`src/rtl/pipeline_pkg.sv`:
```
// rtl/pipeline_pkg.sv - shared hazard-control types and helpers
package pipeline_pkg;

  // Address field is sized for the widest register file we expect to bolt on.
  localparam int SB_WA_W = 8;

  typedef struct packed {
    logic               valid;
    logic               we;
    logic [SB_WA_W-1:0] wa;
    logic               is_load;
  } sb_entry_t;

  localparam sb_entry_t SB_EMPTY = '0;

  typedef enum logic [1:0] {
    FWD_RF  = 2'd0,
    FWD_MEM = 2'd1,
    FWD_WB  = 2'd2
  } fwd_sel_t;

  function automatic logic sb_match(sb_entry_t e, logic [SB_WA_W-1:0] ra,
                                    logic use_op, logic load_only);
    return e.valid && e.we && (e.wa == ra) && (ra != '0) && use_op &&
           (!load_only || e.is_load);
  endfunction

  // Youngest producer wins; W producers are served by the write-through regfile.
  function automatic fwd_sel_t pick_fwd(logic e_hit, logic m_hit, logic w_hit);
    if (e_hit)      return FWD_MEM;
    else if (m_hit) return FWD_WB;
    else if (w_hit) return FWD_RF;
    else            return FWD_RF;
  endfunction

endpackage

```
`src/rtl/sat_counter.sv`:
```
// rtl/sat_counter.sv - saturating event counter
module sat_counter #(
  parameter int W = 32
) (
  input  logic         clock,
  input  logic         reset,
  input  logic         inc,
  output logic [W-1:0] count
);

  always_ff @(posedge clock or posedge reset) begin
    if (reset) begin
      count <= '0;
    end else if (inc && (count != {W{1'b1}})) begin
      count <= count + 1'b1;
    end
  end

endmodule

```
`src/rtl/hazard_ctrl.sv`:
```
// rtl/hazard_ctrl.sv - scoreboard-based stall, flush and forwarding control
module hazard_ctrl
  import pipeline_pkg::*;
#(
  parameter int REG_ADDR_W = 5,
  parameter int FWD_EN     = 1,
  parameter int CNT_W      = 32
) (
  input  logic                  clock,
  input  logic                  reset,
  input  logic                  d_valid,
  input  logic [REG_ADDR_W-1:0] d_ra0,
  input  logic [REG_ADDR_W-1:0] d_ra1,
  input  logic                  d_use0,
  input  logic                  d_use1,
  input  logic                  d_rf_we,
  input  logic [REG_ADDR_W-1:0] d_wa,
  input  logic                  d_is_load,
  input  logic                  m_redirect,
  output logic                  stall_f,
  output logic                  stall_d,
  output logic                  flush_d,
  output logic                  flush_e,
  output logic                  flush_m,
  output logic [1:0]            fwd_a,
  output logic [1:0]            fwd_b,
  output logic [CNT_W-1:0]      stall_cnt,
  output logic [CNT_W-1:0]      flush_cnt
);

  sb_entry_t          sb_e, sb_m, sb_w, d_entry;
  fwd_sel_t           fwd_a_q, fwd_b_q;
  logic               armed;
  logic [SB_WA_W-1:0] ra0, ra1;
  logic               e0, e1, e0_ld, e1_ld, m0, m1, w0, w1;
  logic               hazard, redirect, e_bubble;

  assign ra0 = SB_WA_W'(d_ra0);
  assign ra1 = SB_WA_W'(d_ra1);

  always_comb begin
    e0    = sb_match(sb_e, ra0, d_use0, 1'b0);
    e1    = sb_match(sb_e, ra1, d_use1, 1'b0);
    e0_ld = sb_match(sb_e, ra0, d_use0, 1'b1);
    e1_ld = sb_match(sb_e, ra1, d_use1, 1'b1);
    m0    = sb_match(sb_m, ra0, d_use0, 1'b0);
    m1    = sb_match(sb_m, ra1, d_use1, 1'b0);
    w0    = sb_match(sb_w, ra0, d_use0, 1'b0);
    w1    = sb_match(sb_w, ra1, d_use1, 1'b0);
    if (FWD_EN != 0) hazard = e0_ld || e1_ld;
    else             hazard = e0 || e1 || m0 || m1;
  end

  // armed keeps every control output quiet for the first cycle after reset.
  assign redirect = armed && m_redirect;
  assign stall_d  = armed && hazard && !redirect;
  assign stall_f  = stall_d;
  assign flush_d  = redirect;
  assign flush_e  = redirect || stall_d;
  assign flush_m  = redirect;
  assign e_bubble = stall_d || flush_e || !d_valid;

  always_comb begin
    d_entry         = SB_EMPTY;
    d_entry.valid   = 1'b1;
    d_entry.we      = d_rf_we;
    d_entry.wa      = SB_WA_W'(d_wa);
    d_entry.is_load = d_is_load;
  end

  always_ff @(posedge clock or posedge reset) begin
    if (reset) begin
      armed <= 1'b0;
      sb_e  <= SB_EMPTY;
      sb_m  <= SB_EMPTY;
      sb_w  <= SB_EMPTY;
    end else begin
      armed <= 1'b1;
      sb_w  <= sb_m;
      sb_m  <= flush_m ? SB_EMPTY : sb_e;
      sb_e  <= e_bubble ? SB_EMPTY : d_entry;
    end
  end

  // Selects are resolved in D and travel with the instruction into E.
  always_ff @(posedge clock or posedge reset) begin
    if (reset) begin
      fwd_a_q <= FWD_RF;
      fwd_b_q <= FWD_RF;
    end else if ((FWD_EN == 0) || e_bubble) begin
      fwd_a_q <= FWD_RF;
      fwd_b_q <= FWD_RF;
    end else begin
      fwd_a_q <= pick_fwd(e0 && !e0_ld, m0, w0);
      fwd_b_q <= pick_fwd(e1 && !e1_ld, m1, w1);
    end
  end

  assign fwd_a = fwd_a_q;
  assign fwd_b = fwd_b_q;

  sat_counter #(.W(CNT_W)) u_stall_cnt (
    .clock (clock),
    .reset (reset),
    .inc   (stall_d),
    .count (stall_cnt)
  );

  sat_counter #(.W(CNT_W)) u_flush_cnt (
    .clock (clock),
    .reset (reset),
    .inc   (redirect),
    .count (flush_cnt)
  );

endmodule

```
`config.mk`:
```
export PLATFORM = sky130hd
export DESIGN_NAME = hazard_ctrl
export DESIGN_NICKNAME = d
export VERILOG_FILES = /design/src/rtl/pipeline_pkg.sv /design/src/rtl/sat_counter.sv /design/src/rtl/hazard_ctrl.sv
export SDC_FILE = /design/constraint.sdc
export NUM_CORES = 1
export LEC_CHECK = 0
export ABC_AREA = 1
export CAP_MARGIN = 10
export CORE_ASPECT_RATIO = 1.5
export CORE_UTILIZATION = 45
export CTS_CLUSTER_SIZE = 16
export DETAILED_ROUTE_END_ITERATION = 7
export GPL_ROUTABILITY_DRIVEN = 0
export HOLD_SLACK_MARGIN = 0.06
export PLACE_DENSITY_LB_ADDON = 0.3
export SETUP_SLACK_MARGIN = 0.3
export SLEW_MARGIN = 40
export SYNTH_ARGS = -nofsm -noshare
export SYNTH_HDL_FRONTEND = slang
export SYNTH_HIERARCHICAL = 1
export SYNTH_SLANG_ARGS = --single-unit
```
`constraint.sdc`:
```
create_clock -name clock -period 2.9 [get_ports clock]
set_clock_uncertainty 0.2 [all_clocks]
set_input_delay 0.29 -clock clock [delete_from_list [all_inputs] [get_ports clock]]
set_output_delay 0.29 -clock clock [all_outputs]
set_load 0.02 [all_outputs]
```
==> results of run 1 <==
-- registers in the layout, indices dropped and copies added (netlist names) --
| name | count |
|---|---|
| sb_m | 7 |
| armed | 1 |
| u_flush_cnt/count | 32 |
| u_stall_cnt/count | 32 |
| fwd_b | 2 |
| sb_e | 8 |
| fwd_a | 2 |
-- cells by family after synthesis --
| group | share of synthesized area (%) |
|---|---|
| XOR/XNOR | 5.620 |
| flip-flops | 37.47 |
| adder cells (fa/ha/maj) | 0.4460 |
| AND/OR/NAND/NOR | 46.45 |
| buffers and inverters | 8.742 |
| other | 0.06684 |
| AO/OA/AOI/OAI | 1.204 |
-- cell type report --
cell class | instances | area [µm²]
fillers | 1148 | 5089
multi-input cells | 677 | 3025
flip-flops and latches | 84 | 2102
repair buffers | 104 | 1018
inverters | 89 | 334.1
clock buffers | 11 | 232.7
well taps | 153 | 191.4
clock inverters | 5 | 85.08
-- synthesized netlist by cell type, drive strengths merged, types with 2 or more instances --
cell / instances
a21oi: 4
buf: 15
dfrtp: 84
ha: 2
inv: 88
nand2: 430
nand3: 37
nand3b: 6
nand4: 4
nor2: 142
nor3: 5
o21ai: 8
xnor2: 23
xor2: 13
-- critical path, cell delays in order --
cell and delay [ps]:
clkdlybuf4s50_1 530, xnor2_1 150, nand2_1 70, nor2_1 130, nand2_1 80, nand2_1 80, nand2_2 70, nor2_1 210
dlygate4sd2_1 370
-- per-layer routing --
metal | global-route usage [%] | share of wire, % | vias to the layer above
li1 | - | - | 2799
met1 | 25.24 | 39 | 2464
met2 | 43.30 | 52 | 167
met3 | 3.289 | 3.7 | 48
met4 | 14.41 | 5.5 | 0
met5 | 0 | 0 | -
-- worst min-delay path by stage --
stage	cells past startpoint	endpoint	slack, ps
3_3_place_gp	2	sb_m[9]	300
6_report	2	sb_m[10]	140
3_5_place_dp	2	sb_m[10]	290
2_1_floorplan	1	armed	50
4_1_cts	3	u_stall_cnt/count[18]	210
5_1_grt	2	sb_m[10]	210
-- timing repair --
| item | 4_1_cts | 5_1_grt |
|---|---|---|
| endpoints found under the hold margin | 0 | 0 |
| resized for setup | 2 | 1 |
| gates cloned | 0 | 0 |
| endpoints found under the setup margin | 2 | 1 |
-- through the flow --
stage | util [%] | cells | hold slack, ps | total power [mW]
2_1_floorplan | - | 865 | 53.83 | 1.453
3_3_place_gp | 55.24 | 1107 | 295.4 | 1.580
3_5_place_dp | 55.24 | 1107 | 292.4 | 1.583
4_1_cts | 57.85 | 1123 | 212.9 | 2.832
5_1_grt | 57.87 | 1123 | 206.5 | 2.908
6_report | 57.87 | 1123 | 135.9 | 2.790
-- where the power goes --
group	leakage, nW	internal [mW]	switching (mW)
combinational	2.03	0.129	0.172
clock	0.150	0.760	0.471
sequential	1.15	1.21	0.0496
==> summary.txt, run 1 <==
Outcome: finished clean
CTS tree: done
Die Span Y: 138.8 µm
Worst Path Arrival: 1970 ps
Drt first-iter violations: 188
Nets: 990
Clk pin slew, worst setup/hold paths: 70 ps
CTS sink cnt: 84
Post-DRT Antenna Nets: 0
Initial Utilization: 46.45%
First-pass GRT wire length: 24.25 mm
Slew margin rel.: 53.35%
Final Hold Fails: 0
Yosys warns: 6
Critical path peak fanout: 3
Share of cells above drive strength 1: 6.907%
Synth top area cells: dfrtp_1 (37%), nand2_1 (28%), nor2_1 (8.0%), inv_1 (5.6%), xnor2_1 (3.6%)
Total grt overflow: 0
CTS Hold Bufs: 0
Seq/Total Area, Yosys: 37.47%
Fin area: 6989 µm²
Die area: 12,930 µm²
R2r worst-path depth: 13
Hold Path Class: input port to async pin
Leakage: 3.334 nW
Max Freq: 406.1 MHz
Cells after synthesis: 865
Commonest cells after routing, fill and taps aside: nand2_1 (419), nor2_1 (119), clkdlybuf4s50_1 (92), dfrtp_1 (84), inv_1 (82)
CTS Buf Count: 9
Crit. Startpoint: d_ra1[3]
Setup Fix Bufs, Post-CTS: 0
Critical Setup Path Class: input port to primary output
Maxcap violations: 0
Share of the synthesized area in the top cell type: 37.47%
H-tree depth reported by CTS: 3
Clk buf depth: 2
Pwr Density: 399.1 nW/µm²
Avg Inst Size Synth: 6.486 µm²
Row cnt: 49
Worst setup endpoint: stall_d
Initial antenna violation count: 0
Pin count of the biggest net entering global routing: 33
Wirelength per Cell: 12.86 µm
Worst flop-to-flop path endpoint: u_stall_cnt/count[25]
R2R Setup Slk: 620 ps
Gr usage total: 23.74%
Yosys reg bits: 84
Total Wirelength: 14.44 mm
Mapped cell area: 5610 µm²
I/O pin cnt: 96
Worst setup SP type: input port
VDD IR max: 0.3011 mV
Final setup margin: 437.8 ps
Period utilisation layout: 84.90%
Vias/cell: 4.878
Routed vias: 5,478
Area grow syn2layout: 24.58%
Placed inst area: 6671 µm²
Setup Viol. Count Final: 0
Commonest non-fill, non-tap cell in the layout: nand2_1
Die Width: 93.17 µm
Post-synth EDFFs: 0
Ys async rst share: 100.0%
Pre-CTS setup slack: 138.8 ps
Drt pass-1 iters: 5
Max Transition Viols Final: 0
Yosys cell types: 29
Dominant synthesized flop cell: dfrtp_1
Clk_lat worst skew: 340 ps
Crit. End Element: primary output
Synthesized net count: 890
Core Region: 12,080 µm²
Total negative setup slack: 0 ps
Diode count: 0
Vias in the first global route: 5,236
Top cell type by total area after synthesis: dfrtp_1
Detailed placement HPWL: 11.17 mm
Tmin final: 2462 ps
CP required: 2410 ps
RSZ-0062 raised after global routing: no
DRC viols: 0
Number of port buffers: 95
Least-Margin Pin Slew: 695.5 ps
CTS root buf: clkbuf_16
Reg-to-reg startpoint: sb_e[4]
No activity file was read; power rests on OpenSTA's default activity.
==> run 2, diff against run 1 <==
clock period = 2.5 ns   (was 2.9 ns; I/O delays follow)
==> run 2 against run 1 <==
  * Cell area increased by 3.2%
  * Utilization grew 1.8 points
  * Largest power group is now clock
  * Clock power up 22%
  * Die area unchanged
  * Power grew 19%
==> summary.txt, run 2 (synthesis gave the netlist of run 1 again) <==
Critical path peak fanout: 8
Number of port buffers: 95
Clk network pwr share: 45.0%
Core Region: 12,080 µm²
Worst setup SP type: flop
Tmin final: 2160 ps
Met2 GRT Util: 43.50%
Vias in the first global route: 5,232
Finished Layout Cells: 1,136
Row cnt: 49
Diode count: 0
Final setup margin: 339.9 ps
Crit. End Element: flop
Pwr Density: 461.0 nW/µm²
Wirelength per Cell: 13.07 µm
Period utilisation layout: 86.40%
Vias/cell: 4.914
Final Hold Fails: 0
CTS sink cnt: 84
Clk pin slew, worst setup/hold paths: 60 ps
Initial Utilization: 46.45%
CP required: 2580 ps
Die Width: 93.17 µm
Total Wirelength: 14.85 mm
Pre-CTS setup slack: -76.68 ps
Top Usage Layer GRT: met2
Commonest cells after routing, fill and taps aside: nand2_1 (403), nor2_1 (113), clkdlybuf4s50_1 (87), dfrtp_1 (84), inv_1 (79)
Hold Path Class: input port to async pin
Clk buf depth: 2
Internal Pwr Total: 2.539 mW
Detailed placement HPWL: 11.22 mm
Total negative setup slack: 0 ps
Max Freq: 462.9 MHz
Initial antenna violation count: 0
Max Transition Viols Final: 0
Reg power frac: 43.9%
Biggest regs: u_flush_cnt/count (32), u_stall_cnt/count (32), sb_e (8)
Share of cells above drive strength 1: 11.19%
Die Span Y: 138.8 µm
Total grt overflow: 0
Commonest non-fill, non-tap cell in the layout: nand2_1
Area grow syn2layout: 28.52%
Final core utilization: 59.70%
Routed vias: 5,582
Worst Path Arrival: 2240 ps
Post-DRT Antenna Nets: 0
Gr usage total: 23.55%
VDD IR max: 0.3553 mV
Die area: 12,930 µm²
CTS root buf: clkbuf_16
RSZ-0062 raised after global routing: yes
R2R Setup Slk: 340 ps
H-tree depth reported by CTS: 3
Maxcap violations: 0
Psw: 0.7849 mW
Combinational share of power: 11.1%
DRC viols: 0
Fin area: 7211 µm²
Drt pass-1 iters: 5
Setup Viol. Count Final: 0
CTS tree: done
I/O pin cnt: 96
Pin count of the biggest net entering global routing: 33
Sw frac: 23.62%
Critical Setup Path Class: flop to flop
Outcome: finished clean
Clk_lat worst skew: 340 ps
Leakage: 3.480 nW
GR met1 Demand/Resource: 25.64%
First-pass GRT wire length: 24.05 mm
Met3 Usage GRT: 2.961%
Placed cell count: 1,117
Nets: 1,004
CTS Buf Count: 9
Placed inst area: 6761 µm²
Drt first-iter violations: 206
## run 2: changes by cell type in the layout (fill, tap and decap cells not counted), moves of 3 or more
cell             before  now
nor2_1              119  113
clkdlybuf4s50_1      92   87
nand2_1             419  403
nand2_2               7   23
dlymetal6s2s_1        1    5
buf_6                 0    3
buf_4                 9   19
inv_1                82   79
nor2_2               19   24
inv_2                 5    8
## run 2: layer usage
layer  vias up  share of wire (%)
met5         -                  0
met4         0                5.3
met2       159                 53
li1       2832                  -
met1      2538                 38
met3        53                3.8
## run 2: final cells by class
cell class | count | area [µm²]
Clock buffer | 11 | 232.7
Fill cell | 1175 | 4867
Timing Repair Buffer | 118 | 1155
Tap cell | 153 | 191.4
Sequential cell | 84 | 2102
Multi-Input combinational cell | 677 | 3093
Clock inverter | 4 | 98.84
Inverter | 89 | 337.8
## run 2: path summary, 6_finish.rpt
kind | cells after the start | start | endpoint
min in group clock | 3 | d_wa[2] | sb_e[3]
max in group asynchronous | 3 | reset | u_stall_cnt/count[1]
hold / removal | 2 | reset | sb_m[1]
setup reg to reg | 13 | sb_e[1] | u_stall_cnt/count[1]
hold reg to reg | 2 | sb_e[9] | sb_m[9]
setup / recovery | 13 | sb_e[1] | u_stall_cnt/count[1]
## run 2: power by group through the flow
stage	clock, mW	combinational (mW)	sequential [mW]
after floorplan	0	0.180	1.51
after global placement	0	0.367	1.48
after detailed placement	0	0.369	1.48
after CTS	1.53	0.370	1.46
after global routing	1.59	0.407	1.47
final	1.50	0.368	1.46
## run 2: worst max-delay path, stage by stage (launching register included)
cell	delay (ps)
dfrtp_1	430
xnor2_1	160
nand2_1	80
nor2_2	100
nand2_1	70
nand2_1	90
nand2_2	100
nor2_4	150
buf_6	130
inv_4	40
a21oi_4	210
buf_6	200
nand2_1	70
nand2_1	60
## run 2: repair_timing
action	in CTS	in global routing
gates resized for setup	12	42
buffers inserted	0	2
pin swaps	0	16
setup endpoints to repair	21	37
gates cloned	0	2
hold buffers	0	0
## run 2: stage by stage
| stage | hold slack, ps | total power [mW] |
|---|---|---|
| floorplan | 13.83 | 1.685 |
| global placement | 286.9 | 1.851 |
| detailed placement | 286.3 | 1.853 |
| CTS | 231.5 | 3.362 |
| global route | 209.8 | 3.461 |
| finish | 137.4 | 3.324 |
==> run 3, diff against run 2 <==
CORE_UTILIZATION = 27   (was 45)
==> run 3 against run 2 <==
  * Critical path type unchanged
  * Cell area rose by 2.0%
  * Non-clock buffer count grew 4
  * Hold slack better by 35 ps
  * Sequential share of layout area fell by 0.54 points
  * Utilization down 24 points
  * First-iteration DRC count fell by 0.97%
  * Register-to-register slack hardly changed
  * Power is 4.1% lower
  * Fmax about the same
  * Count of clock-buffer cells in the layout up 2
==> summary.txt, run 3 (synthesis gave the netlist of run 1 again) <==
VDD IR max: 0.3064 mV
Fin area: 7352 µm²
Die Width: 119.7 µm
Max Transition Viols Final: 0
Critical path peak fanout: 19
R2R Setup Slk: 340 ps
Total power draw: 3.188 mW
Finished Layout Cells: 1,251
Die area: 21,370 µm²
Final Hold Fails: 0
Post-DRT Antenna Nets: 0
Outcome: finished clean
DRC viols: 0
Setup Viol. Count Final: 0
Commonest non-fill, non-tap cell in the layout: nand2_1
Area grow syn2layout: 31.04%
CTS root buf: clkbuf_16
CP required: 2590 ps
I/O pin cnt: 96
Initial antenna violation count: 0
Total negative setup slack: 0 ps
Diode count: 0
Worst Path Arrival: 2250 ps
Vias/cell: 4.432
Routed vias: 5,545
Crit. End Element: flop
First-pass GRT wire length: 26.70 mm
Max Freq: 462.6 MHz
Biggest regs: u_flush_cnt/count (32), u_stall_cnt/count (32), sb_e (8)
Gr usage total: 16.22%
Area occupied by multi-input gates: 3107 µm²
CTS sink cnt: 84
Period utilisation layout: 86.46%
Initial Utilization: 27.48%
Number of port buffers: 95
Drt first-iter violations: 204
H-tree depth reported by CTS: 3
Share of cells above drive strength 1: 10.54%
Die Span Y: 178.5 µm
Detailed placement HPWL: 12.37 mm
Clk_lat worst skew: 350 ps
Placed inst area: 6935 µm²
Core Region: 20,420 µm²
R2r worst-path depth: 13
Leakage: 3.435 nW
Wirelength per Cell: 13.26 µm
Clk buf depth: 2
CTS Buf Count: 9
Vias in the first global route: 5,404
Clk pin slew, worst setup/hold paths: 60 ps
Commonest cells after routing, fill and taps aside: nand2_1 (414), nor2_1 (112), clkdlybuf4s50_1 (91), dfrtp_1 (83), inv_1 (80)
Drt pass-1 iters: 4
Row cnt: 64
Critical Setup Path Class: flop to flop
Tmin final: 2162 ps
Worst setup SP type: flop
Hold Path Class: input port to async pin
Nets: 1,008
Register Area: 2103 µm²
Maxcap violations: 0
CTS tree: done
Total Wirelength: 16.59 mm
Pin count of the biggest net entering global routing: 33
Placed cell count: 1,231
Total grt overflow: 0
Final core utilization: 36.00%
Fillers: 2,242
RSZ-0062 raised after global routing: yes
Pwr Density: 433.7 nW/µm²
run 3: changes by cell type in the layout (fill, tap and decap cells not counted), moves of 2 or more:
| cell | delta |
|---|---|
| dlymetal6s2s_1 | -4 |
| bufinv_16 | -2 |
| buf_6 | +2 |
| clkdlybuf4s50_1 | +4 |
| nand2_2 | -12 |
| nor2_4 | +2 |
| nand2_1 | +11 |
| nand2_8 | +2 |
| buf_4 | +3 |
run 3: worst paths after layout:
| check | start | end |
|---|---|---|
| max | sb_e[1] | u_stall_cnt/count[7] |
| min | reset | u_flush_cnt/count[16] |
| max reg2reg | sb_e[1] | u_stall_cnt/count[7] |
| min reg2reg | sb_e[10] | sb_m[10] |
| max in group asynchronous | reset | u_stall_cnt/count[29] |
| min in group clock | d_wa[0] | sb_e[1] |
run 3: stage by stage:
step / worst slack [ps] / hold WS (ps)
6_report: 338.5 / 171.9
5_1_grt: 178.4 / 174.0
4_1_cts: 307.8 / 170.7
3_5_place_dp: -112.0 / 292.8
3_3_place_gp: -92.03 / 282.8
2_1_floorplan: 351.8 / 13.83
run 3: timing repair:
action | 4_1_cts | 5_1_grt
setup endpoints to repair | 35 | 65
hold endpoints to repair | 0 | 0
pin swaps | 0 | 8
resized for setup | 19 | 28
hold buffers | 0 | 0
gates cloned | 0 | 1
setup buffers | 1 | 3
run 3: worst max-delay path, stage by stage (launching register included):
cell     delay (ps)
dfrtp_1         420
xnor2_1         160
nand2_1          80
nor2_2          130
nand2_1         100
nand2_2          90
nand2_4          60
nor2_4          150
buf_6           130
inv_4            40
a21oi_4         210
buf_12          190
nand2_1          70
nand2_1          60
run 3: power by group:
part	leakage (nW)	switching, mW	internal, mW
Combinational	2.14	0.207	0.166
Sequential	1.15	0.0581	1.40
Clock	0.140	0.559	0.796
run 3: cell type report:
class	instances	share of cell area [%]
tap	264	4.493
clock buffer	13	3.404
timing repair buffer	122	16.18
clock inverter	2	0.4765
sequential	84	28.61
inverter	89	4.578
multi-input combinational	677	42.26
run 3: routing by layer:
metal | up-vias | part of all wire, % | GRT usage [%]
li1 | 2828 | - | -
met5 | - | 0 | 0
met1 | 2559 | 39 | 16.76
met4 | 0 | 3.8 | 8.906
met2 | 121 | 55 | 30.95
met3 | 37 | 2.9 | 2.462
